--- src/rtl/fwd_scoreboard.sv ---
// Forwarding scoreboard: tracks DEPTH in-flight producers past EX, forwards
// their results to NRD consumer ports, stalls on pending loads, and retires to the register file.
module fwd_scoreboard #(
  parameter int XLEN  = 32,
  parameter int DEPTH = 3,
  parameter int NRD   = 2
) (
  input  logic                clk,
  input  logic                rst,
  input  logic                adv,
  input  logic                iss_valid,
  input  logic                iss_wen,
  input  logic [4:0]          iss_rd,
  input  logic                iss_rdy,
  input  logic [XLEN-1:0]     iss_data,
  input  logic                ld_valid,
  input  logic [XLEN-1:0]     ld_data,
  input  logic [5*NRD-1:0]    rs_addr,
  input  logic [NRD-1:0]      rs_use,
  output logic [NRD-1:0]      fwd_hit,
  output logic [XLEN*NRD-1:0] fwd_data,
  output logic                stall,
  output logic                ret_block,
  output logic                ret_valid,
  output logic [4:0]          ret_rd,
  output logic [XLEN-1:0]     ret_data,
  output logic [15:0]         stall_cnt,
  output logic                ld_err
);

  logic [DEPTH-1:0] valid_reg, wen_reg, rdy_reg;
  logic [4:0]       rd_reg   [DEPTH];
  logic [XLEN-1:0]  data_reg [DEPTH];

  logic [DEPTH-1:0] pend, fill_sel, fill_hit, rdy_f;
  logic [XLEN-1:0]  data_f [DEPTH];
  logic             fill_any, blk_int, shift, stall_int;
  logic [NRD-1:0]   hit_int, port_blk;
  logic [XLEN-1:0]  pdata_int [NRD];
  logic [15:0]      stall_cnt_reg;
  logic             ld_err_reg;

  assign pend = valid_reg & wen_reg & ~rdy_reg;

  // The oldest pending load is the one whose data comes back first.
  always_comb begin
    logic found;
    found    = 1'b0;
    fill_sel = '0;
    for (int k = DEPTH - 1; k >= 0; k--) begin
      fill_sel[k] = pend[k] & ~found;
      found       = found | pend[k];
    end
  end

  assign fill_any = |pend;
  assign fill_hit = fill_sel & {DEPTH{ld_valid}};
  assign rdy_f    = rdy_reg | fill_hit;

  genvar gi;
  generate
    for (gi = 0; gi < DEPTH; gi++) begin : g_fill
      assign data_f[gi] = fill_hit[gi] ? ld_data : data_reg[gi];
    end
  endgenerate

  assign blk_int = pend[DEPTH-1] & ~fill_hit[DEPTH-1];
  assign shift   = adv & ~blk_int;

  // Per-port match: scan oldest to youngest so the youngest match wins.
  generate
    for (gi = 0; gi < NRD; gi++) begin : g_port
      logic [4:0] addr;
      assign addr = rs_addr[gi*5 +: 5];
      always_comb begin
        hit_int[gi]   = 1'b0;
        port_blk[gi]  = 1'b0;
        pdata_int[gi] = '0;
        for (int k = DEPTH - 1; k >= 0; k--) begin
          if (rs_use[gi] && addr != 5'd0 && valid_reg[k] && wen_reg[k] && rd_reg[k] == addr) begin
            hit_int[gi]   = rdy_f[k];
            port_blk[gi]  = ~rdy_f[k];
            pdata_int[gi] = rdy_f[k] ? data_f[k] : '0;
          end
        end
      end
      assign fwd_hit[gi]                = hit_int[gi] & ~rst;
      assign fwd_data[gi*XLEN +: XLEN]  = rst ? '0 : pdata_int[gi];
    end
  endgenerate

  assign stall_int = iss_valid & (|port_blk);
  assign stall     = stall_int & ~rst;
  assign ret_block = blk_int & ~rst;
  assign ret_valid = ~rst & shift & valid_reg[DEPTH-1] & wen_reg[DEPTH-1];
  assign ret_rd    = ret_valid ? rd_reg[DEPTH-1] : 5'd0;
  assign ret_data  = ret_valid ? data_f[DEPTH-1] : '0;

  // Slot 0 takes the EX instruction; every other slot takes its younger neighbour.
  generate
    for (gi = 0; gi < DEPTH; gi++) begin : g_slot
      logic            src_valid, src_wen, src_rdy;
      logic [4:0]      src_rd;
      logic [XLEN-1:0] src_data;
      if (gi == 0) begin : g_head
        assign src_valid = iss_valid & ~stall_int;
        assign src_wen   = iss_wen & (iss_rd != 5'd0);
        assign src_rd    = iss_rd;
        assign src_rdy   = iss_rdy;
        assign src_data  = iss_data;
      end else begin : g_body
        assign src_valid = valid_reg[gi-1];
        assign src_wen   = wen_reg[gi-1];
        assign src_rd    = rd_reg[gi-1];
        assign src_rdy   = rdy_f[gi-1];
        assign src_data  = data_f[gi-1];
      end

      always_ff @(posedge clk) begin
        if (rst) begin
          valid_reg[gi] <= 1'b0;
        end else if (shift) begin
          valid_reg[gi] <= src_valid;
          wen_reg[gi]   <= src_wen;
          rd_reg[gi]    <= src_rd;
          rdy_reg[gi]   <= src_rdy;
          data_reg[gi]  <= src_data;
        end else begin
          rdy_reg[gi]   <= rdy_f[gi];
          data_reg[gi]  <= data_f[gi];
        end
      end
    end
  endgenerate

  always_ff @(posedge clk) begin
    if (rst) begin
      stall_cnt_reg <= 16'd0;
      ld_err_reg    <= 1'b0;
    end else begin
      if (stall_int && stall_cnt_reg != 16'hFFFF)
        stall_cnt_reg <= stall_cnt_reg + 16'd1;
      if (ld_valid && !fill_any)
        ld_err_reg <= 1'b1;
    end
  end

  assign stall_cnt = stall_cnt_reg;
  assign ld_err    = ld_err_reg;

endmodule
--- config.mk ---
export PLATFORM = sky130hd
export DESIGN_NAME = fwd_scoreboard
export DESIGN_NICKNAME = d
export VERILOG_FILES = /design/src/rtl/fwd_scoreboard.sv
export SDC_FILE = /design/constraint.sdc
export NUM_CORES = 1
export LEC_CHECK = 0
export CELL_PAD_IN_SITES_DETAIL_PLACEMENT = 1
export CELL_PAD_IN_SITES_GLOBAL_PLACEMENT = 2
export CORE_UTILIZATION = 30
export CTS_BUF_LIST = sky130_fd_sc_hd__clkbuf_16
export DETAILED_ROUTE_END_ITERATION = 8
export PLACE_DENSITY_LB_ADDON = 0.1
export SLEW_MARGIN = 20
export SYNTH_ARGS = -nofsm -noshare
export SYNTH_HDL_FRONTEND = slang
export SYNTH_SLANG_ARGS = --single-unit
--- constraint.sdc ---
create_clock -name clk -period 4.86 [get_ports clk]
set_clock_uncertainty 0.05 [all_clocks]
set_input_delay 0.972 -clock clk [delete_from_list [all_inputs] [get_ports clk]]
set_output_delay 0.972 -clock clk [all_outputs]
set_load 0.05 [all_outputs]
==> summary.md, run 1 <==
| Metric | Value |
|---|---|
| Peak VDD IR | roughly 0.19 mV |
| Max Fclk | 0.212 GHz |
| Initial antenna violation count | 4 |
| Routability cong. | around 0.8 |
| HP Class | flop to flop |
| Top-area cell type share of the netlist area | about two fifths |
| Post-route ant nets | 0 |
| Final setup fails | 0 |
| Die extent in y | approximately 180 µm |
| CTS Sinks | 137 |
| Layout Nets | around 1300 |
| Hold buffers post-CTS | 0 |
| Min Tclk post-route | 4.72 ns |
| Status | finished, final reports clean |
| Post-synthesis register bit count | 137 |
| IO Port Bufs | 210 |
| Post-Syn Instances | approximately 1000 |
| Rows | 63 |
| Critical setup path kind | primary input to primary output |
| Initial Utilization | 30.6% |
| Slew Limit Fails | 0 |
| Global-route wire length before repair | roughly 56000 µm |
| Area delta synth->final | 47.8% |
| Startpoint Class | primary input |
| H-tree levels | 4 |
| Post-CTS Setup Inserts | 0 |
| Die Area | 30900 µm² |
| GRT overflow | 0 |
| Area leader, netlist | edfxtp_1 |
| Worst-margin pin slew | a little under 1 ns |
| Power per cell area | around 230 nW/µm² |
| DP Wirelength | ~23000 µm |
| Post-route setup TNS | 0 ns |
| Reg area | 3910 µm² |
| Slew margin rel. | a little over a third |
| Peak fanout along the critical path | 33 |
| Clk_lat worst skew | approximately 0.43 ns |
| WL final | approximately 36000 µm |
| Post-synth EDFFs | 117 |
| Leading post-synthesis cells by cell area | edfxtp_1, mux2i_1, nor2_1 |
| Via count | about 9000 |
| Fin. Hold Viols | 0 |
| Primary FF master, synth | edfxtp_1 |
| Post-synthesis sequential area ratio | a little over two fifths |
| CTS clk-pin slew, worst paths | ~0.06 ns |
| Gates resized, CTS repair | 0 |
| Unrepaired setup endpoints after global routing | false |
| Initial DRC Count | a little under 600 |
| Core box area | approximately 30000 µm² |
| Yosys warns | 0 |
| Final Util | approximately 45% |
| CP endpoint kind | primary output |
| CTS tree | built |
| Layout cells sized above 1 | 17.2% |
| Initial DRT Pass Iterations | 5 |
| Syn_nets | approximately 1100 |
| Pin count of the biggest net entering global routing | 74 |
| Max_cap viols | 0 |
| Largest register FFs | 96 |
| Number of fill cells in the layout | about 3400 |
| DRC Markers | 0 |
| Worst Path Required | 3.84 ns |
| Synth unique cells | 58 |
| Wire per inst | roughly 22 µm |
| Gr usage total | 23.4% |
| CP arrival | approximately 3.7 ns |
| Footprint of the multi-input gates | approximately 4900 µm² |
| Final Cycle Share | 97.1% |
| Vias in the first global route | between 9000 and 10000 |
| Clock Path Buffers | 2 |
| I/O pin cnt | roughly 210 |
| Vias per cell | around 5.5 |
| Synthesized area | between 9000 and 10000 µm² |
| Syn avg cell area | 8.76 µm² |
| Root Driver | clkbuf_16 |
| CTS buffer count | 17 |
| Die span in x | around 180 µm |
| Lkg Pwr | 5.30 nW |
| Fraction of registers with async set/reset | 0% |
[area by class of cell]
cell class / instances / area share [%]
multi-input combinational: 803 / 36.3
antenna: 1 / 0.0187
sequential: 137 / 29.2
timing repair buffer: 254 / 26.6
clock inverter: 15 / 0.748
clock buffer: 17 / 3.18
inverter: 9 / 0.271
tap: 390 / 3.64
[synthesized netlist by cell type, types with 8 or more instances]
cell        n
nand3_1     8
o22ai_1    64
o31ai_1    10
dfxtp_1    20
a21oi_1    31
a31oi_1    35
a22oi_1    16
inv_1       8
nor2_1    226
a211oi_1   16
mux2i_1    99
edfxtp_1  117
nand4_1    10
o21ai_0    35
or4_1      17
clkbuf_1   71
xnor2_1    25
o221ai_1   32
nand2_1   115
[critical path, cell delays in order]
cell and delay [ns]:
clkdlybuf4s50_1 0.51, or4_1 0.59, o21ai_4 0.21, or4_1 0.18
nand3b_1 0.13, buf_12 0.24, o22ai_1 0.17, nor2_1 0.06
a211oi_1 0.29, buf_4 0.20, buf_12 0.13
[layout by cell type (no fill, tap or decap), types with 34 or more instances in the layout]
cell type        instances
nor2_1                 222
edfxtp_1               117
nand2_1                110
buf_12                 110
clkdlybuf4s50_1        104
mux2i_1                 99
o22ai_1                 64
buf_4                   39
a31oi_1                 35
o21ai_0                 34
[per-layer routing]
metal / GRT usage (%) / share of wire [%] / up-vias
met1: 31.0 / 46 / 4471
met3: 3.72 / 4.7 / 39
li1: - / - / 4226
met4: 5.83 / 1.3 / 6
met2: 39.4 / 48 / 255
met5: 0 / 0.11 / -
[metrics by stage]
step | std cells | total power, mW | cell area [µm²] | hold slack [ns] | worst slack, ns
2_1_floorplan | 1034 | 1.65 | 9060 | 0.401 | 0.218
3_3_place_gp | 1592 | 1.84 | 12800 | 0.404 | 0.130
3_5_place_dp | 1592 | 1.85 | 12800 | 0.422 | 0.0688
4_1_cts | 1624 | 3.07 | 13300 | 0.442 | 0.0506
5_1_grt | 1626 | 3.16 | 13400 | 0.472 | 0.00336
6_report | 1626 | 3.04 | 13400 | 0.435 | 0.141
[power breakdown]
| group | switching [mW] | internal (mW) |
|---|---|---|
| clock | 0.558 | 0.655 |
| sequential | 0.0472 | 1.37 |
| combinational | 0.241 | 0.173 |
[kinds of logic (layout without fill, tap and decap cells)]
| group | Yosys count | in the layout | synth area share [%] |
|---|---|---|---|
| xor gates and xnor gates | 30 | 30 | 2.90 |
| muxes | 101 | 101 | 11.2 |
| AOI/OAI and AO/OA | 259 | 259 | 19.1 |
| DFF | 137 | 137 | 43.2 |
| adders and majority gates | 1 | 1 | 0.138 |
| and+or+nand+nor | 412 | 412 | 19.4 |
| other | 0 | 1 | 0 |
| buffers and inverters | 94 | 295 | 4.13 |
[worst paths after layout]
check	start	to	slack, ns	cells past startpoint
setup / recovery	rs_addr[2]	fwd_data[8]	0.14	11
hold / removal	ld_err$_SDFFE_PP0P_	ld_err$_SDFFE_PP0P_	0.43	2
setup reg to reg	rd_reg[0][1]$_DFFE_PP_	stall_cnt[0]$_SDFFE_PP0P_	1.85	8
hold reg to reg	ld_err$_SDFFE_PP0P_	ld_err$_SDFFE_PP0P_	0.43	2
Note: power is estimated with default switching activity, not from simulation.
==> run 2: changes to the inputs <==
- CORE_UTILIZATION: 30 -> 33
- clock period: 4.86 -> 5.5 ns (I/O delays scaled with it)
==> run 2 against run 1 <==
Effect of this change: sequential share of layout area is 0.29 points higher; combinational power decreased by 11%; power shrank 5.4%; utilization rose by 4.0 points; register-to-register slack gained 0.31 ns; setup slack better by 0.054 ns; via count is 0.40% higher; wire length shrank 0.99%; first-iteration DRC count is 18% lower.
==> summary.md, run 2 (synthesis gave the netlist of run 1 again) <==
| Metric | Value |
|---|---|
| Status | finished, final reports clean |
| Worst Path Required | 4.35 ns |
| Root Driver | clkbuf_16 |
| Met3 routed WL | around 1800 µm |
| Lkg Pwr | between 5 and 6 nW |
| Initial Utilization | between 30% and 40% |
| CTS tree | built |
| Rows | 60 |
| Wire per inst | ~23 µm |
| Die Area | 28100 µm² |
| Highest routed layer | met4 |
| Startpoint Class | primary input |
| Peak VDD IR | approximately 0.15 mV |
| Slew margin rel. | 30.2% |
| Most common cell after layout, fill and taps aside | nor2_1 |
| Post-route setup TNS | 0 ns |
| Comb power frac | between 10% and 20% |
| Switching pwr | around 0.76 mW |
| DP Wirelength | about 23000 µm |
| CTS Sinks | between 100 and 150 |
| GRT overflow | 0 |
| Critical R2R Launch | rd_reg[0][2]$_DFFE_PP_ |
| Min Tclk post-route | 5.31 ns |
| Reg2reg path depth | 8 |
| Hold path depth | 2 |
| Dpl cells | around 1500 |
| Via count | approximately 9000 |
| Initial DRC Count | a little under 500 |
| Hold buffers post-CTS | 0 |
| Initial antenna violation count | 0 |
| Die span in x | between 150 and 200 µm |
| Largest register FFs | between 90 and 100 |
| Clock Path Buffers | 2 |
| WL final | 35700 µm |
| Pin count of the biggest net entering global routing | 65 |
| Layout cells sized above 1 | 16.2% |
| ANT cells | 0 |
| Max Fclk | approximately 0.19 GHz |
| Met2 wire len | 16900 µm |
| Peak fanout along the critical path | 23 |
| CP arrival | approximately 4.2 ns |
| Number of fill cells in the layout | roughly 3000 |
| Routability cong. | between 0.8 and 0.9 |
| Hold Path Sink | ld_err$_SDFFE_PP0P_ |
| Sw Ratio | a little over a quarter |
| DRC Markers | 0 |
| Unrepaired setup endpoints after global routing | false |
| Global-route wire length before repair | approximately 56000 µm |
| Max_cap viols | 0 |
| Layout Nets | 1302 |
| Vias per cell | 5.76 |
| Area delta synth->final | 46.3% |
| I/O pin cnt | 211 |
| Internal power | about 2.1 mW |
| Tot Pwr | ~2.9 mW |
| Gates resized, CTS repair | 0 |
| Initial DRT Pass Iterations | 5 |
| Clk_lat worst skew | between 0.4 and 0.5 ns |
| Core box area | roughly 27000 µm² |
| Worst-margin pin slew | 1.04 ns |
| Worst hold start | ld_err$_SDFFE_PP0P_ |
| Die extent in y | 168 µm |
| H-tree levels | 4 |
| CP endpoint kind | primary output |
| Sequential power share | a little over two fifths |
| Reg2Reg Setup Slack | ~2.2 ns |
| M1 WL | ~16000 µm |
| Fin cells | 1567 |
| Crit Reg-Reg Endpoint | stall_cnt[0]$_SDFFE_PP0P_ |
| Post-CTS Setup Inserts | 0 |
| Power per cell area | about 220 nW/µm² |
| Gr usage total | about a quarter |
| Fin. Hold Viols | 0 |
| Critical setup path kind | primary input to primary output |
| CTS buffer count | 17 |
| Post-route ant nets | 0 |
| Final setup fails | 0 |
| CTS clk-pin slew, worst paths | 0.06 ns |
| Final Cycle Share | 96.5% |
| Most frequent cells in the layout | nor2_1, edfxtp_1, nand2_1 |
| HP Class | flop to flop |
| Clk pwr share | a little over two fifths |
| IO Port Bufs | between 200 and 250 |
| Slew Limit Fails | 0 |
| Vias in the first global route | about 9400 |
==> run 2: cell count changes in the layout (fill, tap and decap cells not counted), moves of 3 or more <==
cell and delta:
buf_4 -4, bufinv_16 +4, buf_12 -4, a211oi_1 +3
a211oi_2 -3, inv_4 -5, nor2_2 -3, nor2_1 +3
==> run 2: worst max-delay path by stage <==
stage | start | to | slack [ns]
2_1_floorplan | rs_addr[1] | fwd_data[27] | 0.60
5_1_grt | rs_addr[4] | fwd_data[27] | 0.03
4_1_cts | rs_addr[1] | fwd_data[5] | 0.19
6_report | rs_addr[1] | fwd_data[27] | 0.19
3_5_place_dp | rs_addr[1] | fwd_data[5] | 0.23
3_3_place_gp | rs_addr[6] | fwd_data[63] | 0.27
==> run 2: critical path: stages <==
cell and delay [ns]:
clkdlybuf4s50_1 0.58, xnor2_1 0.16, nand4_1 0.14, or4_1 0.55
nand2b_2 0.56, o22ai_1 0.37, nor2_1 0.06, a211oi_1 0.43
buf_12 0.20
==> run 2: power by group through the flow <==
| stage | clock (mW) | combinational, mW | sequential, mW |
|---|---|---|---|
| 2_1_floorplan | 0 | 0.200 | 1.26 |
| 4_1_cts | 1.29 | 0.367 | 1.25 |
| 5_1_grt | 1.32 | 0.400 | 1.25 |
| 3_5_place_dp | 0 | 0.364 | 1.27 |
| 6_report | 1.26 | 0.367 | 1.25 |
| 3_3_place_gp | 0 | 0.357 | 1.27 |
==> run 2: layer usage <==
metal / up-vias / GRT usage [%]
li1: 4211 / -
met1: 4525 / 34.3
met2: 267 / 43.0
met3: 30 / 3.78
met4: 0 / 7.06
met5: - / 0
==> run 2: area by class of cell <==
cell class	count	area, µm²	area share [%]
inverters	9	36.3	0.274
clock buffers	17	425	3.21
multi-input cells	803	4830	36.4
well taps	341	427	3.22
clock inverters	15	201	1.52
flip-flops and latches	137	3910	29.5
repair buffers	245	3430	25.8
==> run 2: per-stage QoR <==
stage	hold WS [ns]	worst slack [ns]	util, %	area (µm²)
after floorplan	0.401	0.602	-	9060
after global placement	0.407	0.267	46.9	12600
after detailed placement	0.413	0.231	46.9	12600
after CTS	0.428	0.191	49.2	13300
after global routing	0.445	0.0321	49.2	13300
final	0.422	0.195	49.2	13300
==> run 3: changes to the inputs <==
- CAP_MARGIN: not set -> 20
- CORE_ASPECT_RATIO: not set -> 1.2
==> run 3 against run 2 <==
Effect of this change: die area barely moved; critical path depth rose by 1; setup slack improved by 0.15 ns; sequential share of layout area rose by 0.47 points; clock power fell by 7%; cell count fell by 0.32%; register-to-register slack got worse by 0.16 ns; via count fell by 0.99%; flip-flop and latch count did not move; sequential power barely moved; design area fell by 1.6%; global-route usage fell by 0.12 points; highest routed layer unchanged.
==> summary.md, run 3 (synthesis gave the netlist of run 1 again) <==
| Metric | Value |
|---|---|
| Pin count of the biggest net entering global routing | 54 |
| Critical setup path kind | primary input to primary output |
| Die span in x | ~150 µm |
| Design Area, Final | 13100 µm² |
| H-tree levels | 4 |
| Most frequent cells in the layout | nor2_1, edfxtp_1, nand2_1 |
| GRT overflow | 0 |
| Startpoint Class | primary input |
| Clock Path Buffers | 2 |
| CTS tree | built |
| Initial antenna violation count | 0 |
| Global-route wire length before repair | 55200 µm |
| Slew margin rel. | 30.6% |
| Post-route setup TNS | 0 ns |
| Fin. Hold Viols | 0 |
| HP Class | flop to flop |
| Met1 Usage GRT | 32.4% |
| CTS clk-pin slew, worst paths | approximately 0.060 ns |
| Root Driver | clkbuf_16 |
| Min Tclk post-route | between 5 and 6 ns |
| Max_cap viols | 0 |
| Vias in the first global route | around 9400 |
| Core box area | around 27000 µm² |
| CTS buffer count | 17 |
| Vias per cell | around 5.7 |
| Largest register FFs | 96 |
| DP Wirelength | 22500 µm |
| WL final | ~35000 µm |
| Hold buffers post-CTS | 0 |
| Area delta synth->final | 44.0% |
| Final setup fails | 0 |
| Gates resized, CTS repair | 0 |
| Global routing's busiest layer | met2 |
| Unrepaired setup endpoints after global routing | false |
| GR Layer Usage met3 | under 10% |
| Die Area | between 20000 and 30000 µm² |
| Lkg Pwr | approximately 5.2 nW |
| Reg area | slightly below 4000 µm² |
| CP max-delay cell | clkdlybuf4s50_1 |
| Most common cell after layout, fill and taps aside | nor2_1 |
| Number of fill cells in the layout | 3009 |
| Gr usage total | 25.5% |
| CP arrival | ~4 ns |
| DRC Markers | 0 |
| IO Port Bufs | 210 |
| Initial DRT Pass Iterations | 8 |
| Footprint of the multi-input gates | ~4800 µm² |
| CP peak stage delay | 0.59 ns |
| Clk_lat worst skew | ~0.43 ns |
| Power per cell area | between 200 and 250 nW/µm² |
| Peak fanout along the critical path | 33 |
| Final Cycle Share | a little over nine tenths |
| Initial Utilization | 33.5% |
| Peak VDD IR | about 0.17 mV |
| Max Fclk | approximately 0.19 GHz |
| Placed Instance Area | around 12000 µm² |
| Status | finished, final reports clean |
| Grt met2 use | 44.3% |
| Slew Limit Fails | 0 |
| Layout Nets | 1298 |
| Worst-margin pin slew | 1.04 ns |
| Worst Path Required | between 4 and 5 ns |
| CP endpoint kind | primary output |
| Post-CTS Setup Inserts | 0 |
| Layout cells sized above 1 | 15.8% |
| Rows | 66 |
| CP cell instances | clkdlybuf4s50_1, xnor2_1, nand4_1, or4_1, nand2b_2, buf_4, o22ai_1, nor2_1, a211oi_1, buf_12 |
| Initial DRC Count | 548 |
| I/O pin cnt | 211 |
| Wire per inst | 22.6 µm |
| Routability cong. | ~0.84 |
| ANT cells | 0 |
| Via count | 8944 |
| CTS Sinks | roughly 140 |
| Post-route ant nets | 0 |
| Tot Pwr | roughly 2.8 mW |
| Die extent in y | approximately 180 µm |
[run 3: cell types whose count changed in the layout (fill, tap and decap cells not counted), moves of 3 or more]
cell / before / now
buf_12: 106 / 96
buf_4: 35 / 41
clkinv_1: 0 / 3
clkinv_4: 4 / 1
clkinvlp_4: 1 / 4
[run 3: critical path, delay by kind of cell]
| family | cells | cell delay, ns |
|---|---|---|
| AOI/OAI and AO/OA | 2 | 0.66 |
| and+or+nand+nor | 4 | 0.97 |
| buffers and inverters | 3 | 1.08 |
| xor gates and xnor gates | 1 | 0.17 |
[run 3: report_power, final]
group,switching (mW),total [mW],internal [mW],leakage (nW)
Sequential,0.0410,1.25,1.21,1.29
Combinational,0.213,0.362,0.150,3.62
Clock,0.498,1.17,0.668,0.269
Total,0.752,2.78,2.03,5.18
[run 3: cell type report]
cell class,instances,share of cell area (%)
Tap cell,340,3.26
Timing Repair Buffer,241,25.1
Clock inverter,15,1.15
Clock buffer,17,3.26
Inverter,9,0.278
Multi-Input combinational cell,803,37.0
Sequential cell,137,30.0
[run 3: metrics by stage]
| stage | util (%) | hold slack, ns | cells | setup slack [ns] |
|---|---|---|---|---|
| finish | 48.2 | 0.429 | 1562 | 0.349 |
| detailed placement | 46.1 | 0.417 | 1530 | 0.390 |
| global route | 48.2 | 0.461 | 1562 | 0.202 |
| floorplan | - | 0.401 | 1034 | 0.602 |
| global placement | 46.1 | 0.404 | 1530 | 0.424 |
| CTS | 48.2 | 0.432 | 1562 | 0.369 |
[run 3: path summary, 6_finish.rpt]
| path | slack, ns | cells after the start | to | from |
|---|---|---|---|---|
| worst min-delay path | 0.43 | 0 | wen_reg[2]$_DFFE_PP_ | g_slot[2].src_wen$_DFFE_PP_ |
| worst max-delay path | 0.35 | 10 | fwd_data[9] | rs_addr[4] |
| worst max register to register | 2.00 | 5 | data_reg[1][27]$_DFFE_PP_ | rdy_reg[0]$_DFFE_PN_ |
| worst min register to register | 0.43 | 0 | wen_reg[2]$_DFFE_PP_ | g_slot[2].src_wen$_DFFE_PP_ |
[run 3: per-layer routing]
layer	wire, µm	up-vias
met5	0	-
met4	684	0
met3	1670	37
met2	17500	278
met1	15400	4432
li1	-	4197
